===== config.mk =====
export PLATFORM = sky130hd
export DESIGN_NAME = input_conditioner
export DESIGN_NICKNAME = d
export VERILOG_FILES = /design/src/rtl/input_conditioner.sv
export SDC_FILE = /design/constraint.sdc
export NUM_CORES = 1
export LEC_CHECK = 0
export CORE_ASPECT_RATIO = 2
export CORE_MARGIN = 1.5
export CORE_UTILIZATION = 38
export CTS_BUF_LIST = sky130_fd_sc_hd__clkbuf_2
export CTS_CLUSTER_DIAMETER = 80
export DETAILED_ROUTE_END_ITERATION = 16
export GPL_TIMING_DRIVEN = 0
export PLACE_DENSITY = 0.52
export SYNTH_ARGS = -nofsm -noshare
export SYNTH_HDL_FRONTEND = slang
export SYNTH_SLANG_ARGS = --single-unit

===== constraint.sdc =====
create_clock -name clk_i -period 3.6 [get_ports clk_i]
set_input_delay 0.36 -clock clk_i [delete_from_list [all_inputs] [get_ports clk_i]]
set_output_delay 0.36 -clock clk_i [all_outputs]
set_load 0.005 [all_outputs]

===== src/rtl/input_conditioner.sv =====
// Conditions raw buttons and switches: 2-flop sync, per-input debounce,
// single-button press lock with hold-to-repeat, switch change strobe.
`ifndef BTN_SZ
`define BTN_SZ 4
`endif
`ifndef SW_SZ
`define SW_SZ 4
`endif

module input_conditioner #(
   parameter int BTN_W        = `BTN_SZ,
   parameter int SW_W         = `SW_SZ,
   parameter int DB_CYCLES    = 2_000_000,
   parameter int REPEAT_DELAY = 50_000_000,
   parameter int REPEAT_RATE  = 20_000_000,
   parameter int CNT_W        = 28
) (
   input  logic             clk_i,
   input  logic             rst_i,
   input  logic [BTN_W-1:0] btn_i,
   input  logic [SW_W-1:0]  sw_i,
   output logic [BTN_W-1:0] btn_level_o,
   output logic [BTN_W-1:0] btn_pulse_o,
   output logic [SW_W-1:0]  sw_o,
   output logic             sw_chg_o
);

   localparam logic [CNT_W-1:0] DB_TERM    = CNT_W'(DB_CYCLES - 1);
   localparam logic [CNT_W-1:0] DELAY_TERM = CNT_W'((REPEAT_DELAY > 0) ? REPEAT_DELAY - 1 : 0);
   localparam logic [CNT_W-1:0] RATE_TERM  = CNT_W'(REPEAT_RATE - 1);
   localparam logic [CNT_W-1:0] CNT_ONE    = CNT_W'(1);
   localparam bit               REPEAT_EN  = (REPEAT_DELAY > 0);

   logic [BTN_W-1:0]            btn_s1_q, btn_s2_q;
   logic [SW_W-1:0]             sw_s1_q, sw_s2_q;
   logic [BTN_W-1:0][CNT_W-1:0] btn_cnt_q, btn_cnt_d;
   logic [BTN_W-1:0]            btn_lvl_q, btn_lvl_d;
   logic [BTN_W-1:0]            pulse_q, pulse_d;
   logic [BTN_W-1:0]            active_q, active_d;
   logic [CNT_W-1:0]            rep_cnt_q, rep_cnt_d;
   logic                        rep_phase_q, rep_phase_d;
   logic                        rep_sup_q, rep_sup_d;
   logic [SW_W-1:0]             sw_q, sw_d;
   logic [CNT_W-1:0]            sw_cnt_q, sw_cnt_d;
   logic                        sw_chg_q, sw_chg_d;

   logic [BTN_W-1:0]            btn_rise;
   logic [BTN_W-1:0]            press_sel;
   logic                        sel_found;
   logic                        active_held;
   logic [CNT_W-1:0]            rep_term;

   // Per-bit debounce: the counter only runs while s2 disagrees with the stable level.
   always_comb begin
      btn_lvl_d = btn_lvl_q;
      btn_cnt_d = '0;
      for (int i = 0; i < BTN_W; i++) begin
         if (btn_s2_q[i] != btn_lvl_q[i]) begin
            if (btn_cnt_q[i] == DB_TERM) begin
               btn_lvl_d[i] = btn_s2_q[i];
            end else begin
               btn_cnt_d[i] = btn_cnt_q[i] + CNT_ONE;
            end
         end
      end
   end

   always_comb begin
      sw_d     = sw_q;
      sw_cnt_d = '0;
      sw_chg_d = 1'b0;
      if (sw_s2_q != sw_q) begin
         if (sw_cnt_q == DB_TERM) begin
            sw_d     = sw_s2_q;
            sw_chg_d = 1'b1;
         end else begin
            sw_cnt_d = sw_cnt_q + CNT_ONE;
         end
      end
   end

   assign btn_rise = btn_lvl_d & ~btn_lvl_q;

   always_comb begin
      press_sel = '0;
      sel_found = 1'b0;
      for (int i = 0; i < BTN_W; i++) begin
         if (btn_rise[i] && !sel_found) begin
            press_sel[i] = 1'b1;
            sel_found    = 1'b1;
         end
      end
   end

   // The lock is held while the active button's next level is still high;
   // a falling level frees the lock in that same cycle.
   assign active_held = |(active_q & btn_lvl_d);
   assign rep_term    = rep_phase_q ? RATE_TERM : DELAY_TERM;

   always_comb begin
      active_d    = '0;
      pulse_d     = '0;
      rep_cnt_d   = '0;
      rep_phase_d = 1'b0;
      rep_sup_d   = 1'b0;
      if (active_held) begin
         active_d    = active_q;
         rep_phase_d = rep_phase_q;
         rep_sup_d   = rep_sup_q | sw_chg_d;
         if (REPEAT_EN && !rep_sup_d && rep_cnt_q == rep_term) begin
            pulse_d     = active_q;
            rep_cnt_d   = '0;
            rep_phase_d = 1'b1;
         end else if (rep_cnt_q < rep_term) begin
            rep_cnt_d = rep_cnt_q + CNT_ONE;
         end else begin
            rep_cnt_d = rep_cnt_q;
         end
      end else if (sel_found) begin
         active_d  = press_sel;
         pulse_d   = press_sel;
         rep_sup_d = sw_chg_d;
      end
   end

   always_ff @(posedge clk_i) begin
      if (rst_i) begin
         btn_s1_q    <= '0;
         btn_s2_q    <= '0;
         sw_s1_q     <= '0;
         sw_s2_q     <= '0;
         btn_cnt_q   <= '0;
         btn_lvl_q   <= '0;
         pulse_q     <= '0;
         active_q    <= '0;
         rep_cnt_q   <= '0;
         rep_phase_q <= 1'b0;
         rep_sup_q   <= 1'b0;
         sw_q        <= '0;
         sw_cnt_q    <= '0;
         sw_chg_q    <= 1'b0;
      end else begin
         btn_s1_q    <= btn_i;
         btn_s2_q    <= btn_s1_q;
         sw_s1_q     <= sw_i;
         sw_s2_q     <= sw_s1_q;
         btn_cnt_q   <= btn_cnt_d;
         btn_lvl_q   <= btn_lvl_d;
         pulse_q     <= pulse_d;
         active_q    <= active_d;
         rep_cnt_q   <= rep_cnt_d;
         rep_phase_q <= rep_phase_d;
         rep_sup_q   <= rep_sup_d;
         sw_q        <= sw_d;
         sw_cnt_q    <= sw_cnt_d;
         sw_chg_q    <= sw_chg_d;
      end
   end

   assign btn_level_o = btn_lvl_q;
   assign btn_pulse_o = pulse_q;
   assign sw_o        = sw_q;
   assign sw_chg_o    = sw_chg_q;

endmodule


* Word-level counts from Yosys, hierarchy flattened *
Cells that the tools add are included.

cells by class
  $add $sub $neg = 6
  multiply operators = 0
  div/mod/pow operators = 0
  magnitude comparators = 1
  equality and inequality tests = 11
  shifts and indexed selects = 0
  muxes and demuxes = 23
  bitwise operators = 10
  reduce and logical (&&, ||, !) cells = 17

operators by type and width
  operator               count
  $add 28x1->28 const B  6
  $eq 28x21->1 const B   5
  $eq 28x26->1           1
  $lt 28x26->1           1
  $mux 26                1
  $mux 1                 19
  $reduce_or 3->1        6
  $mux 4                 3
  $and 4x4->4            2
  $not 1->1              6
  $logic_and 1x1->1      4
  $logic_not 1->1        4
  $ne 1x1->1             4
  $ne 4x4->1             1
  $not 4->4              1
  $reduce_or 4->1        1
  $reduce_and 2->1       1
  $reduce_or 2->1        1
  $or 1x1->1             1

word-level totals
  register bits after elaboration = 203
  bits in latches = 0
  RAM bits = 0
  memory bits (read-only) = 0
  input bits = 10
  output and inout port bits = 13
  logic and storage cells = 85
  memories = 0

* Depth between registers and ports, before layout *
  depth after elaboration = 16
  gate-level depth with buffers = 11

* Least setup slack after synthesis *
OpenSTA, ideal clock, no wires.

  path kind = register to register
  from = register btn_cnt_q[49] (netlist bit)
  to = register rep_cnt_q[21]
  arrival time = 2.777 ns
  required time = 3.536 ns
  setup slack = 0.760 ns
  stages on the path, launching flop included = 10
  clock period less this slack = 2.840 ns
  cell sequence = dfxtp_1 or4b_1 or4_4 nor4_4 mux2i_1 nor4b_4 or3_1 buf_4 buf_6 nor2_1

on the way
  cells in the longest elaborated chain, start to end = 7

ends and longest elaborated chain
  element                    RTL line  source
  from (decl)                36        logic [BTN_W-1:0][CNT_W-1:0] btn_cnt_q, btn_cnt_d;
  from (signal assigned)     147       btn_cnt_q <= btn_cnt_d;
  $eq 28x21->1               59        if (btn_cnt_q[i] == DB_TERM) begin
  $mux 1                     59
  $mux 1                     58        if (btn_s2_q[i] != btn_lvl_q[i]) begin
  $and 4x4->4                97        assign active_held = |(active_q & btn_lvl_d);
  $reduce_or 4->1            97
  $not 1->1 (no line)        n/a
  $reduce_or 3->1 (no line)  n/a
  to (signal assigned)       151       rep_cnt_q <= rep_cnt_d;
  to (decl)                  40        logic [CNT_W-1:0] rep_cnt_q, rep_cnt_d;

Every way passes these cells.
A chain may end at the register's enable or synchronous reset.

* Final worst setup path *
  from = register rep_phase_q
  to = register rep_cnt_q[21]

on the way
  cells in the longest elaborated chain, start to end = 4
  elaborated cells between the ends (all ways) = 5
  those cells by class = order compare (1); eq/ne (1); mux (1); reduce/logical (2)

ends and longest elaborated chain
  element                                                               RTL line  source
  from (decl)                                                           41        logic rep_phase_q, rep_phase_d;
  from (signal assigned)                                                152       rep_phase_q <= rep_phase_d;
  $mux 26 *                                                             98        assign rep_term = rep_phase_q ? RATE_TERM : DELAY_TERM;
  parallel branches: the longest is 3 deep, another holds $lt 28x26->1  n/a

Every way passes the cells marked *.

==> flow_summary.toml <==
[cts]
cts_setup_buffers = 0
clock-sinks = 203
htreeDepth = 2
cts-root-buf = "clkbuf_2"
numCtsBuffers = 50
clk_latency_ns = 0.86
clockBufferDepth = 3
cts_tree = "yes"
path_clk_slew_ns = 0.11

[drt]
drt_first_pass_iters = 6
route.final.wire_length_microns = 19500
viasPerCell = 5.01
initialDrtViolationCount = 204
vias = 7088
remaining_drc_errors = 0
ant_nets = 0
detail_route.wl_per_cell_microns = 13.8

[timing]
max_freq_mhz = 299
worstMarginPinSlew_ns = 0.943
fin_crit_ns = 3.34
worst_clock_skew_ns = 0.0675
slew_violations = 0
fin_crit_sh_pct = 92.9
hold_viol = 0
finalSetupViolCount = 0
rsz0062_at_grt = "no"
relSlewSlack_pct = 36.6
tns_ns = 0

[grt]
grt_max_degree = 13
grt_overflow_total = 0
track_usage_pct = 16.4
top_usage_layer = "met2"
antenna_found_initial = 1
met3_usage_pct = 3.52
grtUsageMet1_pct = 16.0
grt_pass1_vias = 7111
gr-usage-met2_pct = 31.7
grt_pass1_wl_microns = 32900

[floorplanning]
dieArea_sq_mm = 0.0245
placementRows = 79
io_pins = 23
start_util_pct = 38.6
die_h_microns = 220
die_x_microns = 111
design.core.area_sq_mm = 0.0231

[synthesis]
ys.flop_type = "dfxtp_1"
async_flop_share_pct = 0
synthSimpleGateAreaFrac_pct = 30.4
netlist_area_sq_mm = 0.00893
yosysWarningCount = 0
synth_area_leaders = "dfxtp_1 (46%), nor2_1 (9.0%), xor2_1 (8.7%), xnor2_1 (6.5%), nand4_1 (3.6%)"
synth_xor_area_share_pct = 15.2
ys_seq_elements = 203
ys_types = 50
synth_compound_area_share_pct = 2.59
syn-instance-count = 1015
yosys-mux-area-fraction_pct = 1.36
synth_top_family_by_area = "simple AND/OR/NAND/NOR gates"
syn-num-nets = 1044
synth_top_cell_by_area = "dfxtp_1"
synth-edff-count = 0
synthAdderAreaFrac_pct = 2.66
ys_seq_area_share_pct = 45.5
avgSynthCellArea_sq_um = 8.80
synth_top_area_share_pct = 45.5

[power_and_ir_drop]
p_int_mw = 2.84
swShare_pct = 25.8
power.switching_mw = 0.988
combPwrFrac_pct = 1.6
p_leak_nw = 3.38
pwr-share-clk_pct = 39.2
vdd_drop_max_uv = 223
pwr-share-seq_pct = 59.2
p_per_area_mw_per_mm2 = 382

[cells_and_area]
drive_above_1_share_pct = 8.75
utilization_pct = 43.3
nNetsFinal = 1123
area_growth_pct = 12.1
stdcell_count = 1416

[placement]
gp_congestion = 0.788
portBuffers = 22
hpwl_microns = 13900
placed_cells = 1320

[critical_path]
path_class = "reg2reg"
critPathMaxFanout = 10
required_ns = 4.35
worstSetupStartpointType = "flip-flop"
critPathArrivalTime_ns = 4.09
crit_path_end_kind = "flip-flop"

[run]
max_cap_viol_count = 0

[run_status]
status = "finished clean"

[worst_hold_path]
hp-class = "in2reg"
repair_timing:
item	4_1_cts	5_1_grt
endpoints found under the hold margin	5	0
gates cloned	0	0
endpoints found under the setup margin	21	13
hold buffers	5	0
gates resized for setup	1	3
worst max-delay path, cell delays in order (launching register included):
cell,delay [ns]
dfxtp_1,0.59
inv_1,0.23
ha_1,0.35
a21o_1,0.16
a2111oi_0,0.67
nand3_1,0.26
clkbuf_1,0.32
nor4_1,0.46
xnor2_1,0.17
nor2_1,0.05
per-stage QoR:
step	power (mW)	cell area, sq um	hold slack, ns	setup WS (ns)
after floorplan	2.35	8930	0.414	0.760
after global placement	2.37	9500	0.422	0.0539
after detailed placement	2.37	9500	0.423	0.0155
after CTS	3.93	10000	0.108	0.129
after global routing	4.04	10000	0.0978	0.0182
final	3.82	10000	0.188	0.256
layer usage:
metal,share of wire [%],vias up
li1,-,3630
met1,39,3293
met2,53,103
met3,3.5,62
met4,4.4,0
met5,0,-
worst paths after layout:
| path | start | endpoint | slack [ns] | cells after the start |
|---|---|---|---|---|
| worst min-delay path | sw_i[2] | sw_s1_q[2] | 0.19 | 2 |
| worst max register to register | rep_phase_q | rep_cnt_q[21] | 0.26 | 9 |
| worst min register to register | sw_s1_q[3] | sw_s2_q[3] | 0.45 | 1 |
| worst max-delay path | rep_phase_q | rep_cnt_q[21] | 0.26 | 9 |
Yosys cell counts, types with 11 or more instances:
| master | number |
|---|---|
| nor2_1 | 215 |
| mux2i_1 | 11 |
| nand4_1 | 51 |
| dfxtp_1 | 203 |
| nand3_1 | 48 |
| ha_1 | 19 |
| clkbuf_1 | 22 |
| or3_1 | 16 |
| nand2_1 | 73 |
| inv_1 | 19 |
| nor3_1 | 20 |
| a21oi_1 | 17 |
| xor2_1 | 89 |
| and3_1 | 22 |
| nor4_1 | 19 |
| nor2b_1 | 17 |
| xnor2_1 | 66 |
power groups by stage:
stage | Combinational (mW) | Clock [mW] | Sequential (mW)
after global placement | 0.0596 | 0 | 2.31
after CTS | 0.0639 | 1.61 | 2.26
after detailed placement | 0.0598 | 0 | 2.31
after global routing | 0.0691 | 1.71 | 2.27
after floorplan | 0.0336 | 0 | 2.31
final | 0.0620 | 1.50 | 2.26
cells in the final DEF, fill, tap and decap left out, drive strengths merged, types with 16 or more instances in the layout:
cell type,instances
nand3,49
dfxtp,203
clkbuf,97
nor4,20
a21oi,17
nor3,20
nor2,215
inv,20
nand2,73
nor2b,17
ha,19
clkdlybuf4s50,22
nand4,51
and3,22
or3,16
xor2,89
xnor2,66
cells by family (layout without fill, tap and decap cells):
| group | count (synthesis) | count (layout) |
|---|---|---|
| AO/OA/AOI/OAI | 38 | 38 |
| XOR/XNOR | 155 | 155 |
| adder cells (fa/ha/maj) | 19 | 19 |
| buffers and inverters | 48 | 165 |
| flip-flops | 203 | 203 |
| multiplexers | 12 | 12 |
| other | 0 | 1 |
| AND/OR/NAND/NOR | 540 | 540 |
cell type report:
| type | count | area [sq um] |
|---|---|---|
| fill | 2443 | 13100 |
| multi-input combinational | 764 | 4670 |
| sequential | 203 | 4060 |
| clock buffer | 75 | 375 |
| tap | 283 | 354 |
| timing repair buffer | 27 | 270 |
| buffer | 29 | 136 |
| inverter | 19 | 71.3 |
| clock inverter | 15 | 61.3 |
| antenna | 1 | 2.50 |
sequential cells by signal, summed over array words and instances, names as in the netlist:
signal       cells
rep_cnt_q       28
btn_s2_q         4
active_q         4
btn_level_o      4
sw_chg_o         1
rep_phase_q      1
sw_cnt_q        28
sw_s1_q          4
sw_s2_q          4
btn_s1_q         4
btn_pulse_o      4
btn_cnt_q      112
sw_o             4
rep_sup_q        1
No activity file was read; power rests on OpenSTA's default activity.
